[config.mk]
export PLATFORM = sky130hd
export DESIGN_NAME = boreal_lms_error_gen
export DESIGN_NICKNAME = d
export VERILOG_FILES = /design/src/rtl/boreal_lms_error_gen.sv
export SDC_FILE = /design/constraint.sdc
export NUM_CORES = 1
export LEC_CHECK = 0
export BUFFER_PORTS_ARGS = -buffer_cell sky130_fd_sc_hd__buf_2
export CORE_AREA = 2 2 161 163
export DETAILED_ROUTE_END_ITERATION = 8
export DIE_AREA = 0 0 163 165
export PLACE_DENSITY = 0.65
export REMOVE_ABC_BUFFERS = 1
export SYNTH_ARGS = -nofsm -noshare
export SYNTH_HDL_FRONTEND = slang
export SYNTH_SLANG_ARGS = --single-unit
[constraint.sdc]
create_clock -name clk -period 6.5 [get_ports clk]
set_input_delay 0.325 -clock clk [delete_from_list [all_inputs] [get_ports clk]]
set_output_delay 0.325 -clock clk [all_outputs]
set_load 0.05 [all_outputs]
[src/rtl/boreal_lms_error_gen.sv]
// boreal_lms_error_gen: pairs targets with decoded predictions, emits clipped LMS error.
// Optional running-mean / divergence freeze enabled by macro BOREAL_ERR_AVG_EN.
module boreal_lms_error_gen (
  input  logic               clk,
  input  logic               rst,
  input  logic               enable,
  input  logic               target_valid,
  input  logic signed [23:0] target_in,
  output logic               target_ready,
  input  logic               pred_valid,
  input  logic signed [23:0] pred_in,
  input  logic [22:0]        clip_thresh,
  input  logic [3:0]         decim,
  input  logic [22:0]        diverge_thresh,
  input  logic               freeze_clr,
  output logic               error_valid,
  output logic signed [23:0] error_signal,
  output logic               freeze_out,
  output logic [23:0]        err_mag_avg,
  output logic [7:0]         drop_count
);

  logic signed [23:0] fifo_mem [4];
  logic [1:0]         wr_ptr;
  logic [1:0]         rd_ptr;
  logic [2:0]         count;
  logic               push;
  logic               pred_fire;
  logic               pop;
  logic               drop;

  assign target_ready = (count != 3'd4);
  assign push         = target_valid && target_ready;
  assign pred_fire    = pred_valid && enable;
  assign pop          = pred_fire && (count != 3'd0);
  assign drop         = pred_fire && (count == 3'd0);

  // FIFO pointers and occupancy
  always_ff @(posedge clk) begin
    if (rst) begin
      wr_ptr <= 2'd0;
      rd_ptr <= 2'd0;
      count  <= 3'd0;
    end else begin
      if (push) wr_ptr <= wr_ptr + 2'd1;
      if (pop)  rd_ptr <= rd_ptr + 2'd1;
      unique case ({push, pop})
        2'b10:   count <= count + 3'd1;
        2'b01:   count <= count - 3'd1;
        default: count <= count;
      endcase
    end
  end

  // FIFO storage, data needs no reset
  always_ff @(posedge clk) begin
    if (push) fifo_mem[wr_ptr] <= target_in;
  end

  // saturating count of predictions that found no target
  always_ff @(posedge clk) begin
    if (rst)
      drop_count <= 8'd0;
    else if (drop && drop_count != 8'hFF)
      drop_count <= drop_count + 8'd1;
  end

  logic [3:0]         match_cnt;
  logic               match_hit;
  logic               s1_valid;
  logic signed [24:0] s1_diff;

  assign match_hit = (match_cnt == decim);

  // stage 1: decimation counter and wide difference
  always_ff @(posedge clk) begin
    if (rst) begin
      match_cnt <= 4'd0;
      s1_valid  <= 1'b0;
      s1_diff   <= 25'sd0;
    end else begin
      s1_valid <= pop && match_hit;
      if (pop) begin
        s1_diff   <= {fifo_mem[rd_ptr][23], fifo_mem[rd_ptr]}
                   - {pred_in[23], pred_in};
        match_cnt <= match_hit ? 4'd0 : match_cnt + 4'd1;
      end
    end
  end

  logic signed [24:0] sat_val;
  logic signed [24:0] clip_pos;
  logic signed [24:0] clip_neg;
  logic signed [24:0] clip_val;
  logic signed [23:0] err_clip;
  logic               emit;

  // saturate to 24 bits, then clip symmetrically
  always_comb begin
    clip_pos = $signed({2'b00, clip_thresh});
    clip_neg = -clip_pos;
    if (s1_diff > 25'sh07FFFFF)
      sat_val = 25'sh07FFFFF;
    else if (s1_diff < 25'sh1800000)
      sat_val = 25'sh1800000;
    else
      sat_val = s1_diff;
    if (sat_val > clip_pos)
      clip_val = clip_pos;
    else if (sat_val < clip_neg)
      clip_val = clip_neg;
    else
      clip_val = sat_val;
    err_clip = clip_val[23:0];
  end

  assign emit = s1_valid && !freeze_out;

  // stage 2: output register, value held between pulses
  always_ff @(posedge clk) begin
    if (rst) begin
      error_valid  <= 1'b0;
      error_signal <= 24'sd0;
    end else begin
      error_valid <= emit;
      if (emit) error_signal <= err_clip;
    end
  end

`ifdef BOREAL_ERR_AVG_EN
  logic [23:0]        err_abs;
  logic signed [23:0] avg_diff;
  logic signed [23:0] avg_step;
  logic [23:0]        avg_next;
  logic               over;

  // magnitude with -2^23 folded to 2^23-1; 1/16 leaky mean
  always_comb begin
    if (err_clip == 24'sh800000)
      err_abs = 24'h7FFFFF;
    else if (err_clip[23])
      err_abs = $unsigned(-err_clip);
    else
      err_abs = $unsigned(err_clip);
    avg_diff = $signed(err_abs - err_mag_avg);
    avg_step = avg_diff >>> 4;
    avg_next = err_mag_avg + $unsigned(avg_step);
    over     = err_mag_avg > {1'b0, diverge_thresh};
  end

  // mean update per emitted error; set arms only while unfrozen
  always_ff @(posedge clk) begin
    if (rst) begin
      err_mag_avg <= 24'd0;
      freeze_out  <= 1'b0;
    end else begin
      if (emit) err_mag_avg <= avg_next;
      if (!freeze_out && over)
        freeze_out <= 1'b1;
      else if (freeze_clr)
        freeze_out <= 1'b0;
    end
  end
`else
  logic unused_cfg;
  assign unused_cfg  = ^{diverge_thresh, freeze_clr};
  assign err_mag_avg = 24'd0;
  assign freeze_out  = 1'b0;
`endif

endmodule

==> impl_metrics.toml <==
[worst_hold_path]
holdPathStages = 1
hold_path.class = "in2reg"
min_to = "fifo_mem[0][3]$_DFFE_PP_"
min-delay-start = "target_in[3]"

[final_layout]
drive_above_1_share_pct = 19.7
regArea_um2 = 4320
final_util_pct = 45.4
fillers = 2391
fin_nets = 1243
multi_input_area_um2 = 5060
area_delta_synth_final_pct = 14.3
antenna_cells = 0

[timing]
tns_ps = 0
min_period_over_period_pct = 73.7
max_clock_freq_mhz = 209
grt_setup_unrepaired = "false"
timing_hold_violations_final = 0
clock_skew_ps = 11.3
slew_headroom_pct = 41.0
finalMaxSlewViolations = 0
finalCriticalPeriod_ps = 4790
hold_ws_ps = 101
fin_ws_ps = 1710
finalSetupViolCount = 0
max_slew.worst_pin.slew_ps = 884

[synth]
yosys_most_used_dff = "edfxtp_1"
synth.distinct_cells = 69
synth_mux_area_share_pct = 8.32
synth-simple-area-share_pct = 13.8
synth_seq_cells = 168
syn_area_um2 = 9940
synth_cells = 961
synth_compound_area_share_pct = 11.3
synthAdderAreaFrac_pct = 12.1
syn_area_per_cell_um2 = 10.3
yosysSeqAreaShare_pct = 43.5
synth_top_family_by_area = "simple AND/OR/NAND/NOR gates"
synth_edf_count = 96
synthArstFlopShare_pct = 0
synth_xor_xnor_area_share_pct = 4.32
yosys_warnings = 0

[placed_design]
port_buffers = 113
dp_hpwl_um = 15800
place_ws_ps = 1240
place_congestion = 0.834

[floorplan]
die_x_um = 163
die_height_um = 165
fp.coreArea_um2 = 25000
dieArea_um2 = 26900
rows = 58
ioPinCount = 163
initial_core_util_pct = 39.7

[power]
leakage_nw = 4.65
power_density_nw_per_um2 = 280
swShare_pct = 33.4
p_comb_share_pct = 29.0
seqPwrFrac_pct = 38.9
p_switching_mw = 1.06
max-vdd-ir-drop_uv = 142
clkPwrFrac_pct = 32.0
p_int_mw = 2.12
power_mw = 3.18

[global_routing]
grt_use_total_pct = 16.3
antenna_found_initial = 0
grt_start_max_net_pins = 56
grt_pass1_wl_um = 34900
grt_pass1_vias = 6949
grt_overflow = 0

[worst_setup_path]
end_kind = "register"
timing.rr.end = "s1_diff[22]$_SDFFE_PP0P_"
reg2reg_slack_ps = 2040
critPathKind = "in2reg"
cp_max_fo = 26
startpoint_type = "primary input"
r2r_cells = 13
arrival_ps = 5090
cp_data_required_time_ps = 6800

[clock_tree]
post_cts_buffers = 0
cts_tree = "built"
root_buffer = "clkbuf_16"
cts_resized = 0
max-clock-path-buffers = 2
cts.hold.buffers_added = 0
path_clk_slew_ps = 80
clock_sinks = 168
cts_buffers = 17
cts_htree_levels = 4
clock_latency_ps = 430

[drt]
num_vias = 7069
drt-pass1-iter-count = 4
drtAntennaViolNets = 0
post_drt_wl_per_cell_um = 15.1
wirelength_um = 21200
drc = 0
drt-initial-drc-count = 334
routed_via_density = 5.04

[run]
drv_cap = 0

[run_status]
outcome = "finished, final reports clean"
==> how the worst max path moves through the flow <==
stage	endpoint	slack, ps	start
after floorplan	error_signal[14]$_SDFFE_PP0P_	660	clip_thresh[1]
after global placement	error_signal[10]$_SDFFE_PP0P_	1320	clip_thresh[1]
after detailed placement	error_signal[10]$_SDFFE_PP0P_	1240	clip_thresh[1]
after CTS	error_signal[10]$_SDFFE_PP0P_	1720	clip_thresh[1]
after global routing	error_signal[15]$_SDFFE_PP0P_	1430	clip_thresh[1]
final	error_signal[11]$_SDFFE_PP0P_	1710	clip_thresh[1]
==> cell families (layout without fill, tap and decap cells) <==
kind of cell | after synthesis | after routing
compound gates | 177 | 177
xor+xnor | 49 | 49
fa+ha+maj | 99 | 99
buf+inv | 147 | 235
flops | 168 | 168
mux | 51 | 51
other cells | 1 | 25
simple gates | 269 | 269
==> routing by layer <==
layer	vias up	share of wire [%]	GRT usage [%]
met2	122	46	26.5
met5	-	0	0
li1	3620	-	-
met1	3310	49	22.5
met4	0	1.5	4.71
met3	17	3.6	2.74
==> cell usage in the layout, fill, tap and decap left out, types with 6 or more instances in the layout <==
master / n
xor2_1: 15
clkbuf_16: 17
o21a_1: 9
nor3b_1: 8
nor4_1: 10
a211oi_1: 14
or3_1: 8
or2_2: 10
mux4_2: 24
xnor2_1: 34
inv_6: 6
buf_4: 11
nand2_1: 74
maj3_1: 20
edfxtp_1: 96
buf_2: 113
nor2_1: 61
nand2b_1: 11
ha_1: 77
a21o_1: 16
nor3_1: 21
a21oi_1: 60
inv_1: 77
dfxtp_1: 72
nand3b_1: 8
and3_1: 11
nand3_1: 14
o21ai_0: 35
mux2i_1: 17
nand4_1: 13
nor2b_1: 7
mux2_2: 9
conb_1: 25
==> per-stage QoR <==
stage / area [um^2] / instances
after floorplan: 9670 / 916
after global placement: 10800 / 1371
after detailed placement: 10800 / 1371
after CTS: 11400 / 1403
after global routing: 11400 / 1403
final: 11400 / 1403
==> power by group through the flow <==
stage          sequential [mW]  combinational, mW  clock (mW)
2_1_floorplan             1.27              0.683           0
3_3_place_gp              1.26              0.908           0
3_5_place_dp              1.26              0.920           0
5_1_grt                   1.25               1.04        1.09
4_1_cts                   1.24              0.926        1.04
6_report                  1.24              0.922        1.02
==> cell usage after synthesis (all sizes together) (5+ instances only) <==
master,number,area share [%]
and3,11,0.69
edfxtp,96,29
or2,10,0.63
inv,77,2.9
xnor2,34,3.0
a31oi,5,0.31
a21oi,60,3.0
a211oi,14,1.1
buf,35,2.4
nand2,74,2.8
o21ai,37,1.9
mux2,10,1.2
nor4,10,0.63
mux4,24,5.4
nand3b,8,0.60
ha,77,9.7
o21a,9,0.68
nor3b,8,0.60
nor3,23,1.3
maj3,20,2.0
nor2b,7,0.44
a21o,16,1.2
xor2,15,1.3
o211ai,5,0.38
or3,8,0.50
nand3,14,0.70
dfxtp,72,14
nand4,13,0.82
mux2i,17,1.7
nor2,61,2.3
clkbuf,34,1.3
nand2b,11,0.69
==> worst max-delay path: stages <==
cell      delay (ps)
buf_2            100
inv_1             80
ha_1             180
or4b_1           490
or3_1            480
or4b_4           580
nor3_4           170
xnor2_1          160
ha_1             280
a21o_1           180
a2111o_1         440
or2_2            320
o21ai_2          410
buf_12           260
mux2_2           350
a21oi_1          190
nor3_1            70
==> area by class of cell <==
cell class                 instances  share of cell area, %
timing repair buffer             125                   5.88
clock inverter                    15                   1.64
sequential                       168                   38.0
inverter                          78                   2.58
clock buffer                      17                   3.74
multi-input combinational        670                   44.5
tap                              330                   3.63
==> state kept, by name (all words and copies together) (netlist names), named ones only <==
name and cells:
wr_ptr 2, count 3, match_cnt 4, emit 1, error_valid 1, s1_diff 25, fifo_mem 96, rd_ptr 2
drop_count 8, error_signal 24
Note: power is estimated with default switching activity, not from simulation.
